**config.mk**
```make
export PLATFORM = sky130hd
export DESIGN_NAME = alu32_pipe
export DESIGN_NICKNAME = d
export VERILOG_FILES = /design/src/rtl/alu32_pipe.sv
export SDC_FILE = /design/constraint.sdc
export NUM_CORES = 1
export LEC_CHECK = 0
export BUFFER_PORTS_ARGS = -buffer_cell sky130_fd_sc_hd__buf_2
export CORE_MARGIN = 4
export CORE_UTILIZATION = 25
export DETAILED_ROUTE_END_ITERATION = 10
export GPL_TIMING_DRIVEN = 0
export PLACE_DENSITY = 0.47
export SETUP_SLACK_MARGIN = 0.5
export SYNTH_ARGS = -nofsm -noshare
export SYNTH_HDL_FRONTEND = slang
export SYNTH_SLANG_ARGS = --single-unit
```
**constraint.sdc**
```tcl
create_clock -name clk -period 7.5 [get_ports clk]
set_clock_uncertainty 0.2 [all_clocks]
set_input_delay 0 -clock clk [delete_from_list [all_inputs] [get_ports clk]]
set_output_delay 0 -clock clk [all_outputs]
set_load 0.02 [all_outputs]
```
**src/rtl/alu32_pipe.sv**
```systemverilog
// rtl/alu32_pipe.sv - two-stage pipelined 32-bit add/subtract unit with flags, sticky flags and delivery counter
module alu32_pipe #(
    parameter int CNT_W = 16
) (
    input  logic             clk,
    input  logic             rst,
    input  logic             in_valid,
    output logic             in_ready,
    input  logic             sub_add,
    input  logic [31:0]      a,
    input  logic [31:0]      b,
    output logic             out_valid,
    input  logic             out_ready,
    output logic [31:0]      result,
    output logic             carry,
    output logic             zero,
    output logic             overflow,
    input  logic             clr_sticky,
    output logic             sticky_ovf,
    output logic             sticky_carry,
    output logic [CNT_W-1:0] op_count
);

    // Stage 1 operand registers
    logic        s1Valid;
    logic        s1SubAdd;
    logic [31:0] s1A;
    logic [31:0] s1B;

    // Stage 2 valid; the result/flag registers are the output ports themselves
    logic        s2Valid;

    logic        acceptIn;
    logic        advance;
    logic        deliver;
    logic [31:0] bx;
    logic [32:0] sum;
    logic        ovfNext;

    assign out_valid = s2Valid;

    // Ready depends only on pipeline state and out_ready, never on in_valid
    always_comb begin
        in_ready = !s1Valid || !s2Valid || out_ready;
        acceptIn = in_valid && in_ready;
        advance  = s1Valid && (!s2Valid || out_ready);
        deliver  = s2Valid && out_ready;
    end

    // Subtract is a + ~b + 1, so carry-out is NOT-borrow
    always_comb begin
        bx      = s1B ^ {32{s1SubAdd}};
        sum     = {1'b0, s1A} + {1'b0, bx} + {32'd0, s1SubAdd};
        ovfNext = (s1A[31] == bx[31]) && (sum[31] != s1A[31]);
    end

    // Stage 1: capture operands on handshake, empty when drained into stage 2
    always_ff @(posedge clk) begin
        if (rst) begin
            s1Valid  <= 1'b0;
            s1SubAdd <= 1'b0;
            s1A      <= 32'd0;
            s1B      <= 32'd0;
        end else if (acceptIn) begin
            s1Valid  <= 1'b1;
            s1SubAdd <= sub_add;
            s1A      <= a;
            s1B      <= b;
        end else if (advance) begin
            s1Valid  <= 1'b0;
        end
    end

    // Stage 2: load computed result on advance; hold steady while stalled
    always_ff @(posedge clk) begin
        if (rst) begin
            s2Valid  <= 1'b0;
            result   <= 32'd0;
            carry    <= 1'b0;
            zero     <= 1'b0;
            overflow <= 1'b0;
        end else if (advance) begin
            s2Valid  <= 1'b1;
            result   <= sum[31:0];
            carry    <= sum[32];
            zero     <= (sum[31:0] == 32'd0);
            overflow <= ovfNext;
        end else if (deliver) begin
            s2Valid  <= 1'b0;
        end
    end

    // Delivery bookkeeping: sticky flags (set beats clear) and wrapping counter
    always_ff @(posedge clk) begin
        if (rst) begin
            sticky_ovf   <= 1'b0;
            sticky_carry <= 1'b0;
            op_count     <= '0;
        end else begin
            sticky_ovf   <= (sticky_ovf && !clr_sticky) || (deliver && overflow);
            sticky_carry <= (sticky_carry && !clr_sticky) || (deliver && carry);
            if (deliver) begin
                op_count <= op_count + {{(CNT_W-1){1'b0}}, 1'b1};
            end
        end
    end

endmodule
```
Yosys cells after proc, flatten, opt, wreduce, memory -nomap -nowiden
Cells that the tools add are included. W data, S select, Z words.

Bits of input ports: 70. Flip-flop bits (word level): 120. Memory bits (writable): 0. ROM bits: 0. Latch bits: 0. Memories: 0. Word-level logic and storage cells: 41.

Add/sub/neg operators: 3. Bitwise operators: 1. Reduce and logical (&&, ||, !) cells: 19. $lt $le $gt $ge: 0. Shifts and indexed selects: 0. Eq/ne operators: 2. Div/mod/pow operators: 0. Muxes and demuxes: 4. Multiply operators: 0.

Operator list (count): $add A32 B32 Y33 (1); $add A33 B1 Y33 (1); $logic_not A32 Y1 (1); $xor A32 B32 Y32 (1); $add A16 B1 Y16 const B (1); $logic_and A1 B1 Y1 (8); $logic_or A1 B1 Y1 (5); $mux W1 (4); $reduce_bool A2 Y1 (2); $logic_not A1 Y1 (3); $eq A1 B1 Y1 (1); $ne A1 B1 Y1 (1).

Logic depth before layout (Yosys ltp)
Word-level depth: 5. Gate-level depth with buffers: 15. Depth with buffers taken out: 12.

Worst setup path before layout
OpenSTA, ideal clock, no wires.

Path type: register to register. From: register s1SubAdd. To: register zero. Slack: 3.883 ns. Path buffers: 2. Data arrival time: 3.348 ns. Library setup time: 0.069 ns. Stages on the path, launching flop included: 14. Cell sequence: dfxtp_1 -> clkbuf_1 -> clkbuf_1 -> xor2_1 -> ha_1 -> a21oi_1 -> o211a_1 -> o21ai_0 -> or4b_1 -> and3_1 -> a31o_2 -> a211oi_1 -> nand4_1 -> o21ai_1.

Cells in the longest elaborated chain, start to end: 4.

RTL lines: start: declaration (RTL line 26) `logic s1SubAdd;`; start signal: assignment (RTL line 66) `s1SubAdd <= sub_add;`; $xor A32 B32 Y32 (RTL line 52) `bx = s1B ^ {32{s1SubAdd}};`; $add A32 B32 Y33 (RTL line 53) `sum = {1'b0, s1A} + {1'b0, bx} + {32'd0, s1SubAdd};`; $add A33 B1 Y33 (*) (RTL line 53); $logic_not A32 Y1 (*) (RTL line 86) `zero <= (sum[31:0] == 32'd0);`; end signal: assignment (RTL line 86); end: declaration (RTL line 16) `output logic zero,`.

Every way passes the cells marked *; elsewhere a longest branch is shown, timed or not. A chain may end at the register's enable or synchronous reset.

Final worst setup path
Ends and elaborated chain as after synthesis.

==> flow_summary.yaml <==
sta:
  rsz0062_at_grt: "false"
  setup_tns_ns: 0
  setup_ws_ns: 2.80
  post-route-period-util_pct: 62.7
  max_freq_mhz: 213
  max_slew_margin_pct: 42.8
  layout_min_cycle_time_ns: 4.70
  drv_slew: 0
  worst_pin_slew_ns: 0.858
  setup_viol: 0
  final_hold_viol_count: 0
die:
  io_pins: 125
  die-area_sq_mm: 0.0306
  die_x_microns: 175
  start_util_pct: 25.6
  num_rows: 60
  die_y_microns: 175
  core-area_sq_mm: 0.0272
clock_tree:
  post-cts-setup-buffers: 0
  numCtsBuffers: 17
  cts_sinks: 120
  cts_tree: "built"
  clkTransAtPathRegs_ns: 0.06
  cts_max_level: 4
  cts_resized: 0
  cts_root_buf: "clkbuf_16"
  clkLatencyLatePin_ns: 0.43
  cts_buffer_depth: 2
grt:
  grtUsageTotal_pct: 15.6
  grt_pass1_wl_microns: 37700
  antenna_found_initial: 0
  grt_pass1_vias: 6949
  grt_start_max_net_pins: 17
  grt.overflow.total: 0
detailed_routing:
  avgViaCountPerCell: 4.70
  dr.max_layer_used: "met4"
  wl_microns: 24000
  drc_errors: 0
  m1WireLength_microns: 11700
  met2WireLength_microns: 10900
  via_count: 7113
  route.met3.wl_microns: 1020
  dr.pass1.iters: 6
  drt_iter0_drc: 395
  wl_per_cell_microns: 15.8
  ant_nets: 0
min_path:
  hp-class: "input pin to register"
pwr:
  powerDensity_mw_per_mm2: 206
  ir_drop_uv: 140
  leakagePower_uw: 0.00404
  p_total_uw: 1940
critical_path:
  cp.required_ns: 7.61
  cp-endpoint: "zero$_SDFFE_PP0P_"
  critPathLaunchType: "register"
  critical_path.startpoint: "s1SubAdd$_SDFFE_PP0P_"
  end_kind: "register"
  timing.rr.end: "zero$_SDFFE_PP0P_"
  regToRegStartpoint: "s1SubAdd$_SDFFE_PP0P_"
  r2r_cells: 13
  critPathKind: "register to register"
  rrSetupSlack_ns: 2.80
  path_max_fanout: 10
  cp.arrival_ns: 4.82
synth:
  postSynthAreaPerCell_sq_um: 7.67
  synth_edf_count: 0
  netlist_instances: 907
  async_reset_ff_share_pct: 0
  synthFlopType: "dfxtp_1"
  yosysSeqAreaShare_pct: 34.5
  synth.net_count: 1013
  ys_ff_latch: 120
  syn-cell-area_sq_mm: 0.00696
  yosys_warnings: 0
  ys_types: 78
placed_design:
  dpl_worst_slack_ns: 2.84
  dp_hpwl_microns: 18600
  io_buffers: 124
  gp_congestion: 0.841
run:
  drv_cap: 0
final_layout:
  fill_cells: 2964
  synthToLayoutAreaGrowth_pct: 35.6
  antenna_cells: 0
  final_core_util_pct: 34.7
  drive_above_1_share_pct: 17.1
  layout.nets: 1236
outcome:
  outcome: "completed"
==> layer usage <==
metal | vias to the layer above | global-route usage [%]
met2 | 135 | 25.2
met4 | 0 | 4.12
li1 | 3619 | -
met1 | 3339 | 21.2
met5 | - | 0
met3 | 20 | 3.18
==> cell usage after synthesis, types with 5 or more instances <==
| master | count | area (sq um) |
|---|---|---|
| nand4_1 | 11 | 68.8 |
| xor2_1 | 45 | 394 |
| nor4_1 | 8 | 50.1 |
| o21ai_1 | 5 | 25.0 |
| buf_2 | 8 | 40.0 |
| o21ai_0 | 30 | 150 |
| nand3_1 | 15 | 75.1 |
| dfxtp_1 | 120 | 2400 |
| a31oi_1 | 6 | 37.5 |
| nand2_1 | 211 | 792 |
| and3_1 | 8 | 50.1 |
| nor2b_1 | 6 | 37.5 |
| a21o_1 | 12 | 90.1 |
| nor2_1 | 60 | 225 |
| buf_1 | 5 | 18.8 |
| xnor2_1 | 11 | 96.3 |
| a211oi_1 | 9 | 67.6 |
| inv_1 | 12 | 45.0 |
| clkbuf_1 | 36 | 135 |
| ha_1 | 35 | 438 |
| a21oi_1 | 127 | 636 |
| o21a_1 | 7 | 52.6 |
| or3_1 | 9 | 56.3 |
| nor3_1 | 17 | 85.1 |
==> critical path, stage by stage (launching register included) <==
cell and delay (ns):
dfxtp_1 0.30, clkbuf_1 0.36, clkbuf_1 0.70, xor2_1 0.20, ha_1 0.47, nand4_2 0.18
or4_1 0.57, a211oi_2 0.34, nor3_1 0.16, o31a_1 0.31, xnor2_1 0.40, o21ba_2 0.23
nand4_1 0.08, o21ai_1 0.06
==> layout make-up <==
type | instances | area, sq um | share of cell area (%)
Inverter | 12 | 45.0 | 0.477
Buffer | 53 | 225 | 2.39
Clock inverter | 14 | 150 | 1.59
Multi-Input combinational cell | 722 | 4290 | 45.4
Timing Repair Buffer | 204 | 1420 | 15.1
Sequential cell | 120 | 2400 | 25.5
Clock buffer | 18 | 439 | 4.66
Tap cell | 372 | 465 | 4.93
==> power by group <==
group	leakage, uW	switching, uW	internal (uW)
Sequential	0.000983	21.6	670
Combinational	0.00278	255	170
Clock	0.000282	329	499
Total	0.00404	606	1340
==> cells in the final DEF (no fill, tap or decap), drive strengths merged, types with 7 or more instances in the layout <==
master	n
nor4	8
nand3	15
ha	35
nand4	12
nand2	211
xnor2	11
a21o	15
a21oi	129
inv	13
xor2	45
nor3	19
o21a	7
or3	10
a211oi	12
dlygate4sd3	80
o21ai	35
dfxtp	120
buf	140
and3	8
nor2	60
clkinv	8
clkbuf	55
==> flip-flops by register name, indices dropped and copies added (netlist names) <==
| signal | flops |
|---|---|
| sticky_ovf | 1 |
| sticky_carry | 1 |
| carry | 1 |
| result | 32 |
| s1A | 32 |
| zero | 1 |
| s1SubAdd | 1 |
| overflow | 1 |
| op_count | 16 |
| s1Valid | 1 |
| out_valid | 1 |
| s1B | 32 |
==> worst min path at each step <==
| stage | startpoint | end | slack, ns | cells after the start |
|---|---|---|---|---|
| 4_1_cts | b[24] | s1B[24]$_SDFFE_PP0P_ | 0.14 | 4 |
| 3_3_place_gp | b[6] | s1B[6]$_SDFFE_PP0P_ | 0.04 | 3 |
| 6_report | b[24] | s1B[24]$_SDFFE_PP0P_ | 0.15 | 4 |
| 2_1_floorplan | a[10] | s1A[10]$_SDFFE_PP0P_ | -0.06 | 2 |
| 3_5_place_dp | a[21] | s1A[21]$_SDFFE_PP0P_ | 0.05 | 3 |
| 5_1_grt | a[24] | s1A[24]$_SDFFE_PP0P_ | 0.16 | 4 |
==> timing repair <==
action | in CTS | in global routing
hold endpoints to repair | 71 | 0
hold buffers | 80 | 0
setup endpoints to repair | 0 | 0
==> per-stage QoR <==
stage,std cells,area [sq um],hold slack [ns]
2_1_floorplan,907,6960,-0.0640
3_3_place_gp,1403,8040,0.0442
3_5_place_dp,1403,8040,0.0460
4_1_cts,1515,9430,0.143
5_1_grt,1515,9430,0.160
6_report,1515,9430,0.152
==> kinds of logic (layout without fill, tap and decap cells) <==
logic type      after synthesis  in the layout  synth area share (%)
simple gates                374            374                  24.0
compound gates              250            250                  22.9
flops                       120            120                  34.5
buf+inv                      65            301                  3.88
xor+xnor                     56             56                  7.05
fa+ha+maj                    36             36                  6.58
mux                           6              6                  1.06
Note: power is estimated with default switching activity, not from simulation.
